### config.mk
export PLATFORM = sky130hd
export DESIGN_NAME = tick_period_meter
export DESIGN_NICKNAME = d
export VERILOG_FILES = /design/src/rtl/tick_meter_pkg.sv /design/src/rtl/sync_edge_detect.sv /design/src/rtl/tick_period_meter.sv
export SDC_FILE = /design/constraint.sdc
export NUM_CORES = 1
export LEC_CHECK = 0
export ABC_AREA = 1
export BUFFER_PORTS_ARGS = -buffer_cell sky130_fd_sc_hd__buf_2
export CORE_MARGIN = 2
export CORE_UTILIZATION = 35
export DETAILED_ROUTE_END_ITERATION = 8
export PLACE_DENSITY = 0.52
export SYNTH_ARGS = -nofsm -noshare
export SYNTH_HDL_FRONTEND = slang
export SYNTH_SLANG_ARGS = --single-unit
export TNS_END_PERCENT = 1
### constraint.sdc
create_clock -name clk -period 3.3 [get_ports clk]
set_clock_uncertainty 0.1 [all_clocks]
set_input_delay 0.495 -clock clk [delete_from_list [all_inputs] [get_ports clk]]
set_output_delay 0.495 -clock clk [all_outputs]
set_load 0.01 [all_outputs]
### src/rtl/tick_meter_pkg.sv
// ----------------------------------------------------------------------------
// tick_meter_pkg
// Shared types and constants for the tick period meter.
//   meter_state_t    : measurement FSM state encoding
//   MIN_SYNC_STAGES  : fewest synchronizer flops allowed on the async input
//   MAX_SYNC_STAGES  : most synchronizer flops allowed on the async input
// ----------------------------------------------------------------------------
package tick_meter_pkg;

    localparam int unsigned MIN_SYNC_STAGES = 2;
    localparam int unsigned MAX_SYNC_STAGES = 4;

    typedef enum logic [1:0] {
        IDLE    = 2'd0,
        MEASURE = 2'd1,
        OVF     = 2'd2
    } meter_state_t;

endpackage : tick_meter_pkg

### src/rtl/sync_edge_detect.sv
// ----------------------------------------------------------------------------
// sync_edge_detect
// Brings an asynchronous pulse train into the clk domain through a flop
// chain, then compares the synchronized level with a one-cycle-delayed copy
// to produce single-cycle rise/fall strobes.
//   clk     : system clock, rising edge
//   rst     : asynchronous active-high reset
//   tick_in : asynchronous input level
//   sync    : synchronized level (last synchronizer flop)
//   rise    : one-cycle strobe on a synchronized 0->1 transition
//   fall    : one-cycle strobe on a synchronized 1->0 transition
// ----------------------------------------------------------------------------
module sync_edge_detect
    import tick_meter_pkg::*;
#(
    parameter int unsigned SYNC_STAGES = 2
) (
    input  logic clk,
    input  logic rst,
    input  logic tick_in,
    output logic sync,
    output logic rise,
    output logic fall
);

    // Reject illegal chain lengths at elaboration time.
    if (SYNC_STAGES < MIN_SYNC_STAGES || SYNC_STAGES > MAX_SYNC_STAGES) begin : g_bad_stages
        $error("sync_edge_detect: SYNC_STAGES out of range");
    end

    logic [SYNC_STAGES-1:0] sync_q;
    logic                   dly_q;

    // Synchronizer chain plus the delay flop used for edge detection.
    always_ff @(posedge clk or posedge rst) begin
        if (rst) begin
            sync_q <= '0;
            dly_q  <= 1'b0;
        end else begin
            sync_q <= {sync_q[SYNC_STAGES-2:0], tick_in};
            dly_q  <= sync_q[SYNC_STAGES-1];
        end
    end

    // Edges are decoded combinationally so the FSM acts on them at the very
    // next edge; sync and dly can never disagree in both directions at once.
    assign sync = sync_q[SYNC_STAGES-1];
    assign rise = sync_q[SYNC_STAGES-1] & ~dly_q;
    assign fall = ~sync_q[SYNC_STAGES-1] & dly_q;

endmodule : sync_edge_detect

### src/rtl/tick_period_meter.sv
// ----------------------------------------------------------------------------
// tick_period_meter
// Measures the period (rise to rise) and high time (rise to fall) of an
// asynchronous pulse train in clk cycles, publishes each new period with a
// one-cycle strobe, flags saturation of the interval counter, and reports
// lock when two consecutive published periods match.
//   clk          : system clock, rising edge
//   rst          : asynchronous active-high reset
//   tick_in      : measured pulse train, asynchronous to clk
//   en           : measurement enable; low parks the meter, results hold
//   clr          : synchronous clear of results, flags and state
//   period       : clk cycles between the last two synchronized rises
//   high_time    : clk cycles high in the last complete pulse
//   period_valid : one-cycle strobe when period updates
//   overflow     : sticky, counter saturated before an edge arrived
//   locked       : last two published periods were equal
// ----------------------------------------------------------------------------
module tick_period_meter
    import tick_meter_pkg::*;
#(
    parameter int unsigned N           = 28,
    parameter int unsigned SYNC_STAGES = 2
) (
    input  logic         clk,
    input  logic         rst,
    input  logic         tick_in,
    input  logic         en,
    input  logic         clr,
    output logic [N-1:0] period,
    output logic [N-1:0] high_time,
    output logic         period_valid,
    output logic         overflow,
    output logic         locked
);

    localparam logic [N-1:0] CNT_MAX = '1;
    localparam logic [N-1:0] CNT_ONE = N'(1);

    logic sync_unused;
    logic rise;
    logic fall;

    meter_state_t state_q, state_d;
    logic [N-1:0] cnt_q, cnt_d;
    logic [N-1:0] period_q, period_d;
    logic [N-1:0] high_q, high_d;
    logic         pv_q, pv_d;
    logic         ovf_q, ovf_d;
    logic         locked_q, locked_d;
    // Set once period_q holds a value published in the current run, so the
    // first publish after IDLE/OVF never reports lock.
    logic         have_prev_q, have_prev_d;

    // Input synchronization and edge detection.
    sync_edge_detect #(
        .SYNC_STAGES (SYNC_STAGES)
    ) u_sync_edge (
        .clk     (clk),
        .rst     (rst),
        .tick_in (tick_in),
        .sync    (sync_unused),
        .rise    (rise),
        .fall    (fall)
    );

    // FSM state register.
    always_ff @(posedge clk or posedge rst) begin
        if (rst) begin
            state_q <= IDLE;
        end else begin
            state_q <= state_d;
        end
    end

    // FSM next-state logic; clr and en override edge activity.
    always_comb begin
        state_d = state_q;
        if (clr || !en) begin
            state_d = IDLE;
        end else begin
            unique case (state_q)
                IDLE: begin
                    if (rise) begin
                        state_d = MEASURE;
                    end
                end
                MEASURE: begin
                    if (!rise && (cnt_q == CNT_MAX)) begin
                        state_d = OVF;
                    end
                end
                OVF: begin
                    if (rise) begin
                        state_d = MEASURE;
                    end
                end
                default: state_d = IDLE;
            endcase
        end
    end

    // FSM output logic: next values for the counter and result registers.
    always_comb begin
        cnt_d       = cnt_q;
        period_d    = period_q;
        high_d      = high_q;
        pv_d        = 1'b0;
        ovf_d       = ovf_q;
        locked_d    = locked_q;
        have_prev_d = have_prev_q;

        if (clr) begin
            cnt_d       = '0;
            period_d    = '0;
            high_d      = '0;
            ovf_d       = 1'b0;
            locked_d    = 1'b0;
            have_prev_d = 1'b0;
        end else if (!en) begin
            cnt_d       = '0;
            have_prev_d = 1'b0;
        end else begin
            unique case (state_q)
                IDLE: begin
                    // First rise only opens the interval; nothing to publish.
                    cnt_d = rise ? CNT_ONE : '0;
                end
                MEASURE: begin
                    if (rise) begin
                        period_d    = cnt_q;
                        pv_d        = 1'b1;
                        locked_d    = have_prev_q && (cnt_q == period_q);
                        have_prev_d = 1'b1;
                        cnt_d       = CNT_ONE;
                    end else if (cnt_q == CNT_MAX) begin
                        // Saturate rather than wrap; the interval is lost.
                        ovf_d       = 1'b1;
                        locked_d    = 1'b0;
                        have_prev_d = 1'b0;
                    end else begin
                        cnt_d = cnt_q + CNT_ONE;
                    end
                    if (fall) begin
                        high_d = cnt_q;
                    end
                end
                OVF: begin
                    // Restart timing on the next rise but discard that interval.
                    if (rise) begin
                        cnt_d = CNT_ONE;
                    end
                end
                default: cnt_d = '0;
            endcase
        end
    end

    // Interval counter.
    always_ff @(posedge clk or posedge rst) begin
        if (rst) begin
            cnt_q <= '0;
        end else begin
            cnt_q <= cnt_d;
        end
    end

    // Published results and status flags.
    always_ff @(posedge clk or posedge rst) begin
        if (rst) begin
            period_q    <= '0;
            high_q      <= '0;
            pv_q        <= 1'b0;
            ovf_q       <= 1'b0;
            locked_q    <= 1'b0;
            have_prev_q <= 1'b0;
        end else begin
            period_q    <= period_d;
            high_q      <= high_d;
            pv_q        <= pv_d;
            ovf_q       <= ovf_d;
            locked_q    <= locked_d;
            have_prev_q <= have_prev_d;
        end
    end

    assign period       = period_q;
    assign high_time    = high_q;
    assign period_valid = pv_q;
    assign overflow     = ovf_q;
    assign locked       = locked_q;

endmodule : tick_period_meter

-- Word-level counts from Yosys, hierarchy flattened
Cells that the tools add are included.
- add/sub/neg operators: 1
- equality and inequality tests: 11
- mux-type cells: 37
- bitwise logic cells: 4
- reduce and logical (&&, ||, !) cells: 20
- operators with widths (cell ; count):
    28-bit 2-to-1 mux ; 13
    28-bit case mux with 3 select lines ; 1
    28-bit by 1-bit adder with 28-bit output, second input constant ; 1
    28-bit == test ; 1
    28-bit == test, second input constant ; 1
    1-bit 2-to-1 mux ; 19
    2-bit nonzero test ; 5
    3-bit AND reduction ; 3
    2-bit 2-to-1 mux ; 3
    3-bit by 1-bit inequality test with 1-bit output, second input constant ; 2
    2-bit AND reduction ; 3
    5-bit inequality test, second input constant ; 1
    4-bit by 1-bit inequality test with 1-bit output, second input constant ; 1
    4-bit inequality test, second input constant ; 1
    2-bit case mux with 2 select lines ; 1
    4-bit AND reduction ; 1
    3-bit inequality test, second input constant ; 1
    3-bit nonzero test ; 1
    1-bit bitwise AND ; 2
    2-bit by 1-bit == test with 1-bit output, second input constant ; 1
    2-bit == test, second input constant ; 1
    1-bit logical AND ; 2
    1-bit logical NOT ; 2
    2-bit logical NOT ; 1
    other kinds (4) ; 5
- bits in registers: 93
- output and inout bits: 59

-- Depth between registers and ports, before layout
Gate-level depths: netlist of run 1.
- depth in word-level cells: 7
- depth in mapped cells: 11
- mapped depth without buffers: 11

-- By module
Synthesis of run 1 repeated with hierarchy kept, for this count alone.
- cells, all modules: 596
- area total of the unflattened synthesis: 4767.1 sq um
- by module, submodules not included (module ; times used ; cells each ; area each (sq um)):
    tick_period_meter ; 1 ; 588 ; 4673.2
    sync_edge_detect ; 1 ; 8 ; 93.8

-- Worst setup path after synthesis of run 1
Ideal clock, no wire load.
- path kind: input-to-reg
- from: input port clr
- to: register cnt_q[5]
- data arrival time: 1.640 ns
- slack: 1.441 ns
- stages: 10
- cell sequence: clkbuf_1 -> nor2_4 -> nand2_2 -> nor2_2 -> nand4_4 -> nand2_4 -> inv_4 -> buf_6 -> nand2_2 -> o21ai_2
- longest elaborated chain between the ends: 2
- ends and longest elaborated chain (element ; line ; text):
    start: declaration ; tick_period_meter.sv:28 ; input logic clr,
    5-bit inequality test (no source line) / 4-bit inequality test (equally long branches) ; -- ;
    2-bit AND reduction (no source line) ; -- ;
    end signal: assignment ; tick_period_meter.sv:163 ; cnt_q <= cnt_d;
    end: declaration ; tick_period_meter.sv:44 ; logic [N-1:0] cnt_q, cnt_d;
Parallel ways exist; a longest one is shown, timed or not.
A chain may end at the register's enable or synchronous reset.

-- Worst setup path after layout of run 1
- from: register state_q[1]
- to: register cnt_q[6]
- longest elaborated chain between the ends: 4
- ends and longest elaborated chain (element ; line ; text):
    start: declaration ; tick_period_meter.sv:43 ; meter_state_t state_q, state_d;
    start signal: assignment ; tick_period_meter.sv:71 ; state_q <= state_d;
    2-bit == test (tied with other cells) ; tick_period_meter.sv:123 ; unique case (state_q)
    28-bit case mux with 3 select lines ; tick_period_meter.sv:123 ;
    28-bit 2-to-1 mux ; tick_period_meter.sv:119 ; end else if (!en) begin
    28-bit 2-to-1 mux ; tick_period_meter.sv:112 ; if (clr) begin
Parallel ways exist; a longest one is shown, timed or not.

==> qor.txt, run 1 <==
status: complete, no violations
VDD IR max: 0.0002720 V
number of iterations in the first detailed-routing pass: 5
power share of the sequential group: 0.487
time the worst path needs with I/O delays and setup: 2306 ps
count of max-cap constraint violations: 0
wire length of the first global-routing pass: 23070 µm
Worst Setup Slack, final: 994.2 ps
Routed met2 length: 6281 µm
kind of start point of the critical path: register
horizontal die dimension: 121.4 µm
DPL Wire Length: 10670 µm
Worst EP arrival: 2490 ps
effective utilization at floorplan: 0.3615
overall power consumption: 2.406 mW
area fraction of the dominant cell type after synthesis: 0.4824
antenna diode count: 0
element type at the critical path end: register
final number of setup-violating endpoints: 0
slew margin rel.: 0.4617
total setup buffers inserted after CTS: 0
maximum number of pins on one net before global-route repair: 62
Routed met3 length: 1030 µm
Leakage: 2.573 nW
Overflow after GRT: 0
area of the core: 13350 µm²
Vert. Die Dim: 121.4 µm
number of warning messages in the yosys log: 0
count leader, synth: sky130_fd_sc_hd__nand2_1
Crit Reg-Reg Endpoint: cnt_q[6]$_DFFE_PP0P_
transition time of the tightest slew-check pin: 807.5 ps
category of cells accounting for the largest share of critical-path delay: simple AND/OR/NAND/NOR gates
count of pins on the block boundary: 64
post-synth net total: 608
uppermost signal routing layer after detailed routing: met4
delay of the slowest cell on the worst path: 420 ps
post-synth top area cell: sky130_fd_sc_hd__dfrtp_1
ordered cell list for the critical path: inv_2, nand2_1, inv_2, nand2_2, nor2_2, nand4_4, nand2_4, inv_4, nand3_1, nand2_1, nor2_1
H-tree level count: 3
TritonCTS clock tree: done
master of the slowest instance on the critical path: sky130_fd_sc_hd__dfrtp_1
Most used DFF post-synth: sky130_fd_sc_hd__dfrtp_1
Post-synth ARST share: 1.000
IO buf count: 63
Hold Crit Class: in2reg
Resized cells post-CTS: 0
total number of nets in the final design: 667
final period utilization: 0.6987
unrepaired setup endpoints after global routing: no
top area cells in the synthesized netlist: sky130_fd_sc_hd__dfrtp_1 48%, sky130_fd_sc_hd__nand2_1 8.6%, sky130_fd_sc_hd__nor2_1 6.8%
timing startpoint of the critical path: state_q[1]$_DFFE_PP0P_
Req. time, crit path: 3480 ps
sequential element share of the synthesized area: 0.4824
share of power burned in combinational logic: 0.056
number of buffers created by CTS: 9
clock network fraction of total power: 0.456
capturing element of the worst setup path: cnt_q[6]$_DFFE_PP0P_
final setup TNS: 0 ps
Internal Power: 1.859 mW
via count of the first global-routing pass: 4118
syn avg cell area: 8.014 µm²
CTS max path bufs: 2
Netlist Area Pre-Place: 4825 µm²
number of antenna violations at the first check in global routing: 0
Net Sw Frac: 0.2272
synthesized netlist cell count: 602
Total Wirelength: 14360 µm
Cell variety after synth: 38
detailed-route wire length per cell: 17.05 µm
Reg-to-Reg Start: state_q[1]$_DFFE_PP0P_
pre-CTS WS: 961.8 ps
cell depth of the worst setup path: 11
Yosys reg bits: 93
number of clock sinks: 93
final hold violations: 0
count of buffer and inverter cells on the critical path: 3
latest clock arrival within the worst-skew pair: 360 ps
Clk Tree Root Cell: sky130_fd_sc_hd__clkbuf_16
drt drc: 0
core utilization of the finished layout: 0.4214
Placement Rows: 42
detailed-route via count: 4374
met1 wire length: 6638 µm
number of synthesized flops with an enable pin: 0
Critical Path Fanout Max: 18
placer's final routability congestion estimate: 0.9492
Hold Buf Count CTS: 0
GRT Resource Usage Total: 0.2074
R2R Setup Slk: 990 ps
area overhead of the layout relative to synthesis: 16.60%
share of cells above drive strength 1: 0.1817
critical path type: reg2reg
fin. max-slew vios: 0
Net Switching: 546.7 µW
total die area: 14740 µm²
pwr dens: 427.7 nW/µm²
post-route worst hold slack: 155.8 ps
peak clock frequency supported by timing: 433.7 MHz
cell types with the highest counts after synthesis: 111 x sky130_fd_sc_hd__nand2_1, 93 x sky130_fd_sc_hd__dfrtp_1, 88 x sky130_fd_sc_hd__nor2_1
number of cells traversed by the worst register-to-register path: 11
number of nets with antenna violations after detailed routing: 0
Starting DRT DRC Count: 390
post-DR vias/cell: 5.195
clock transition at the registers of the reported paths: 60 ps
## metal layers
layer  up-vias  GRT usage
li1       2093          -
met5         -          0
met3        22    0.04182
met4         0    0.09411
met1      2093     0.3006
met2       166     0.2971
## metrics by stage
step           instance area, µm²  instances
6_report                     5625        842
5_1_grt                      5625        842
4_1_cts                      5625        842
3_5_place_dp                 5318        826
3_3_place_gp                 5318        826
2_1_floorplan                4825        602
## registers in the layout (all words and copies together) (netlist names)
name and cells:
state_q 2, locked 1, high_time 28, u_sync_edge.dly_q 1, overflow 1, u_sync_edge.sync_q 2
cnt_q 28, period 28, period_valid 1, have_prev_q 1
## power groups by stage
stage	combinational [mW]	sequential, mW	clock, mW
2_1_floorplan	0.0819	1.20	0
3_3_place_gp	0.138	1.19	0
3_5_place_dp	0.139	1.19	0
4_1_cts	0.139	1.17	1.13
5_1_grt	0.152	1.17	1.17
6_report	0.136	1.17	1.10
## worst reg2reg max path, stage by stage, from the launching register on
cell and delay [ps]:
sky130_fd_sc_hd__dfrtp_1 420, sky130_fd_sc_hd__inv_2 60, sky130_fd_sc_hd__nand2_1 280, sky130_fd_sc_hd__inv_2 190, sky130_fd_sc_hd__nand2_2 110, sky130_fd_sc_hd__nor2_2 190
sky130_fd_sc_hd__nand4_4 200, sky130_fd_sc_hd__nand2_4 270, sky130_fd_sc_hd__inv_4 170, sky130_fd_sc_hd__nand3_1 110, sky130_fd_sc_hd__nand2_1 50, sky130_fd_sc_hd__nor2_1 110
## layout by cell type, fill, tap and decap left out, types with 7 or more instances in the layout
cell / netlist / routed
sky130_fd_sc_hd__inv_2: 7 / 7
sky130_fd_sc_hd__nor2_1: 88 / 88
sky130_fd_sc_hd__a211oi_1: 18 / 18
sky130_fd_sc_hd__buf_2: 5 / 63
sky130_fd_sc_hd__nand2_1: 111 / 111
sky130_fd_sc_hd__nand3_1: 44 / 44
sky130_fd_sc_hd__clkbuf_16: 0 / 9
sky130_fd_sc_hd__o22ai_1: 45 / 45
sky130_fd_sc_hd__inv_1: 81 / 80
sky130_fd_sc_hd__o21ai_2: 8 / 8
sky130_fd_sc_hd__o21ai_0: 19 / 19
sky130_fd_sc_hd__nor3_1: 12 / 12
sky130_fd_sc_hd__dfrtp_1: 93 / 93
sky130_fd_sc_hd__nand4_1: 8 / 8
## layout make-up
| cell class | instances | area [µm²] |
|---|---|---|
| clock buffer | 11 | 232.7 |
| tap | 176 | 220.2 |
| multi-input combinational | 394 | 2037 |
| clock inverter | 5 | 75.07 |
| timing repair buffer | 69 | 372.9 |
| sequential | 93 | 2327 |
| fill | 1407 | 7722 |
| inverter | 94 | 360.3 |
## logic make-up (layout without fill, tap and decap cells)
group	Yosys count	count (layout)	synth area share
AO/OA/AOI/OAI	98	98	0.1328
XOR/XNOR	9	9	0.01634
adder cells (fa/ha/maj)	1	1	0.002593
buffers and inverters	115	179	0.09725
flip-flops	93	93	0.4824
AND/OR/NAND/NOR	286	286	0.2687
## how the worst min path moves through the flow
stage                                     from                               to  slack [ps]  cells past startpoint
6_report                               tick_in  u_sync_edge.sync_q[0]$_DFF_PP0_         160                      1
5_1_grt                                tick_in  u_sync_edge.sync_q[0]$_DFF_PP0_         150                      1
4_1_cts                                tick_in  u_sync_edge.sync_q[0]$_DFF_PP0_         140                      1
3_5_place_dp   u_sync_edge.sync_q[0]$_DFF_PP0_  u_sync_edge.sync_q[1]$_DFF_PP0_         240                      0
3_3_place_gp   u_sync_edge.sync_q[0]$_DFF_PP0_  u_sync_edge.sync_q[1]$_DFF_PP0_         240                      0
2_1_floorplan  u_sync_edge.sync_q[0]$_DFF_PP0_  u_sync_edge.sync_q[1]$_DFF_PP0_         230                      0
(Power assumes the default switching activity.)
==> run 2: changes to the inputs <==
Clock period 3.3 ns to 2.2 ns, I/O delays scaled along.
==> qor.txt, run 2 (same netlist as run 1, synthesis figures left out) <==
Req. time, crit path: 2340 ps (was 3480 ps)
unrepaired setup endpoints after global routing: no (unchanged)
clock transition at the registers of the reported paths: 60 ps (about the same)
peak clock frequency supported by timing: 497.4 MHz (was 433.7 MHz)
final hold violations: 4 (was 0)
via count of the first global-routing pass: 4324 (was 4118)
Vert. Die Dim: 121.4 µm (unchanged)
number of buffers created by CTS: 9 (unchanged)
number of clock sinks: 93 (unchanged)
count of max-cap constraint violations: 0 (unchanged)
fin cells: 863 (was 842)
Overflow after GRT: 0 (unchanged)
master of the slowest instance on the critical path: sky130_fd_sc_hd__dfrtp_1 (unchanged)
wire length of the first global-routing pass: 24710 µm (was 23070 µm)
core utilization of the finished layout: 0.4362 (was 0.4214)
effective utilization at floorplan: 0.3615 (unchanged)
total die area: 14740 µm² (unchanged)
slew margin rel.: 0.6048 (was 0.4617)
Leakage: 2.665 nW (was 2.573 nW)
final number of setup-violating endpoints: 0 (unchanged)
Total Wirelength: 15190 µm (was 14360 µm)
DPL Wire Length: 11520 µm (was 10670 µm)
element type at the critical path end: register (unchanged)
failing checks: hold timing
post-DR vias/cell: 5.178 (was 5.195)
Placement Rows: 42 (unchanged)
count of buffer and inverter cells on the critical path: 2 (was 3)
antenna diode count: 0 (unchanged)
status: finished, violations left (was complete, no violations)
GRT Resource Usage Total: 0.2223 (was 0.2074)
cell repeated most along the worst path: sky130_fd_sc_hd__nand2_1
detailed-route via count: 4469 (was 4374)
IO buf count: 63 (unchanged)
ordered cell list for the critical path: ha_1, inv_1, nor2_4, nand2_4, nor2_8, nand4_4, buf_4, nand3_1, nand2_1, nand2_1, nor2_1 (was inv_2, nand2_1, inv_2, nand2_2, nor2_2, nand4_4, nand2_4, inv_4, nand3_1, nand2_1, nor2_1)
number of placed instances with taps included: 846 (was 826)
transition time of the tightest slew-check pin: 592.8 ps (was 807.5 ps)
share of cells above drive strength 1: 0.2052 (was 0.1817)
H-tree level count: 3 (unchanged)
TritonCTS clock tree: done (unchanged)
post-route worst hold slack: -18.37 ps (was 155.8 ps)
number of nets with antenna violations after detailed routing: 0 (unchanged)
placer's final routability congestion estimate: 0.9261 (was 0.9492)
latest clock arrival within the worst-skew pair: 350 ps (was 360 ps)
VDD IR max: 0.0002552 V (was 0.0002720 V)
number of iterations in the first detailed-routing pass: 5 (unchanged)
total setup buffers inserted after CTS: 0 (unchanged)
Worst EP arrival: 2150 ps (was 2490 ps)
count of pins on the block boundary: 64 (unchanged)
Starting DRT DRC Count: 353 (was 390)
detailed-route wire length per cell: 17.60 µm (was 17.05 µm)
final setup TNS: 0 ps (unchanged)
Clk Tree Root Cell: sky130_fd_sc_hd__clkbuf_16 (unchanged)
area of the core: 13350 µm² (unchanged)
commonest non-fill, non-tap cell in the layout: sky130_fd_sc_hd__nand2_1 (unchanged)
area overhead of the layout relative to synthesis: 20.67% (was 16.60%)
total number of nets in the final design: 688 (was 667)
Critical Path Fanout Max: 8 (was 18)
CTS max path bufs: 2 (unchanged)
time the worst path needs with I/O delays and setup: 2011 ps (was 2306 ps)
drt drc: 0 (unchanged)
horizontal die dimension: 121.4 µm (unchanged)
final period utilization: 0.9139 (was 0.6987)
highest-count cells in the layout ignoring fill and taps: 111 x sky130_fd_sc_hd__nand2_1, 92 x sky130_fd_sc_hd__dfrtp_1, 88 x sky130_fd_sc_hd__nor2_1 (was 111 x sky130_fd_sc_hd__nand2_1, 93 x sky130_fd_sc_hd__dfrtp_1, 88 x sky130_fd_sc_hd__nor2_1)
fin. max-slew vios: 0 (unchanged)
number of antenna violations at the first check in global routing: 0 (unchanged)
kind of start point of the critical path: register (unchanged)
pwr dens: 611.6 nW/µm² (was 427.7 nW/µm²)
maximum number of pins on one net before global-route repair: 94 (was 62)
critical path type: reg2reg (unchanged)
delay of the slowest cell on the worst path: 430 ps (was 420 ps)
Hold Crit Class: in2async (was in2reg)
category of cells accounting for the largest share of critical-path delay: simple AND/OR/NAND/NOR gates (unchanged)
-- run 2: power by group --
part / internal (mW) / total [mW] / switching, mW
combinational: 0.0740 / 0.231 / 0.157
sequential: 1.74 / 1.76 / 0.0178
clock: 0.914 / 1.57 / 0.657
-- run 2: final timing paths --
kind                                                 startpoint                               to  slack, ps  depth (start not counted)
worst max-delay path                       cnt_q[1]$_DFFE_PP0P_            cnt_q[21]$_DFFE_PP0P_        190                         11
worst min-delay path                                        rst  u_sync_edge.sync_q[0]$_DFF_PP0_        -20                          3
worst max register to register             cnt_q[1]$_DFFE_PP0P_            cnt_q[21]$_DFFE_PP0P_        190                         11
worst min register to register  u_sync_edge.sync_q[0]$_DFF_PP0_  u_sync_edge.sync_q[1]$_DFF_PP0_        260                          0
max in group asynchronous                                   rst            period[1]$_DFFE_PP0P_       1560                          3
min in group clk                                            clr             cnt_q[8]$_DFFE_PP0P_        240                          2
-- run 2: repair_timing --
action / CTS / global route
hold buffers: 1 / 0
endpoints found under the setup margin: 0 / 6
resized for setup: 0 / 2
hold endpoints to repair: 1 / 0
-- run 2: layout make-up --
class / count / area, µm²
Clock inverter: 3 / 45.04
Sequential cell: 93 / 2328
Multi-Input combinational cell: 394 / 2046
Timing Repair Buffer: 90 / 570.5
Inverter: 94 / 361.6
Fill cell: 1362 / 7526
Tap cell: 176 / 220.2
Clock buffer: 13 / 250.2
-- run 2: tightest hold or removal path, cell delays in order --
cell,delay [ps]
sky130_fd_sc_hd__buf_2,110
sky130_fd_sc_hd__clkinvlp_4,70
sky130_fd_sc_hd__buf_12,360
-- run 2: metrics by stage --
step / power [mW] / setup WS (ps) / cell area, µm² / hold WS, ps
after floorplan: 1.925 / 345.0 / 4828 / 231.2
after global placement: 2.022 / 220.8 / 5507 / 239.1
after detailed placement: 2.026 / 148.8 / 5507 / 246.3
after CTS: 3.608 / 132.7 / 5812 / 45.27
after global routing: 3.703 / 37.60 / 5822 / 56.96
final: 3.560 / 189.5 / 5822 / -18.37
-- run 2: layer usage --
layer  global-route usage  vias to the layer above  wire (µm)  share of wire
li1                     -                     2141          -              -
met1               0.3210                     2199       7367           0.48
met2               0.3378                      114       6791           0.45
met3              0.03477                       15        744          0.049
met4              0.07830                        0        286          0.019
met5                    0                        -          0              0
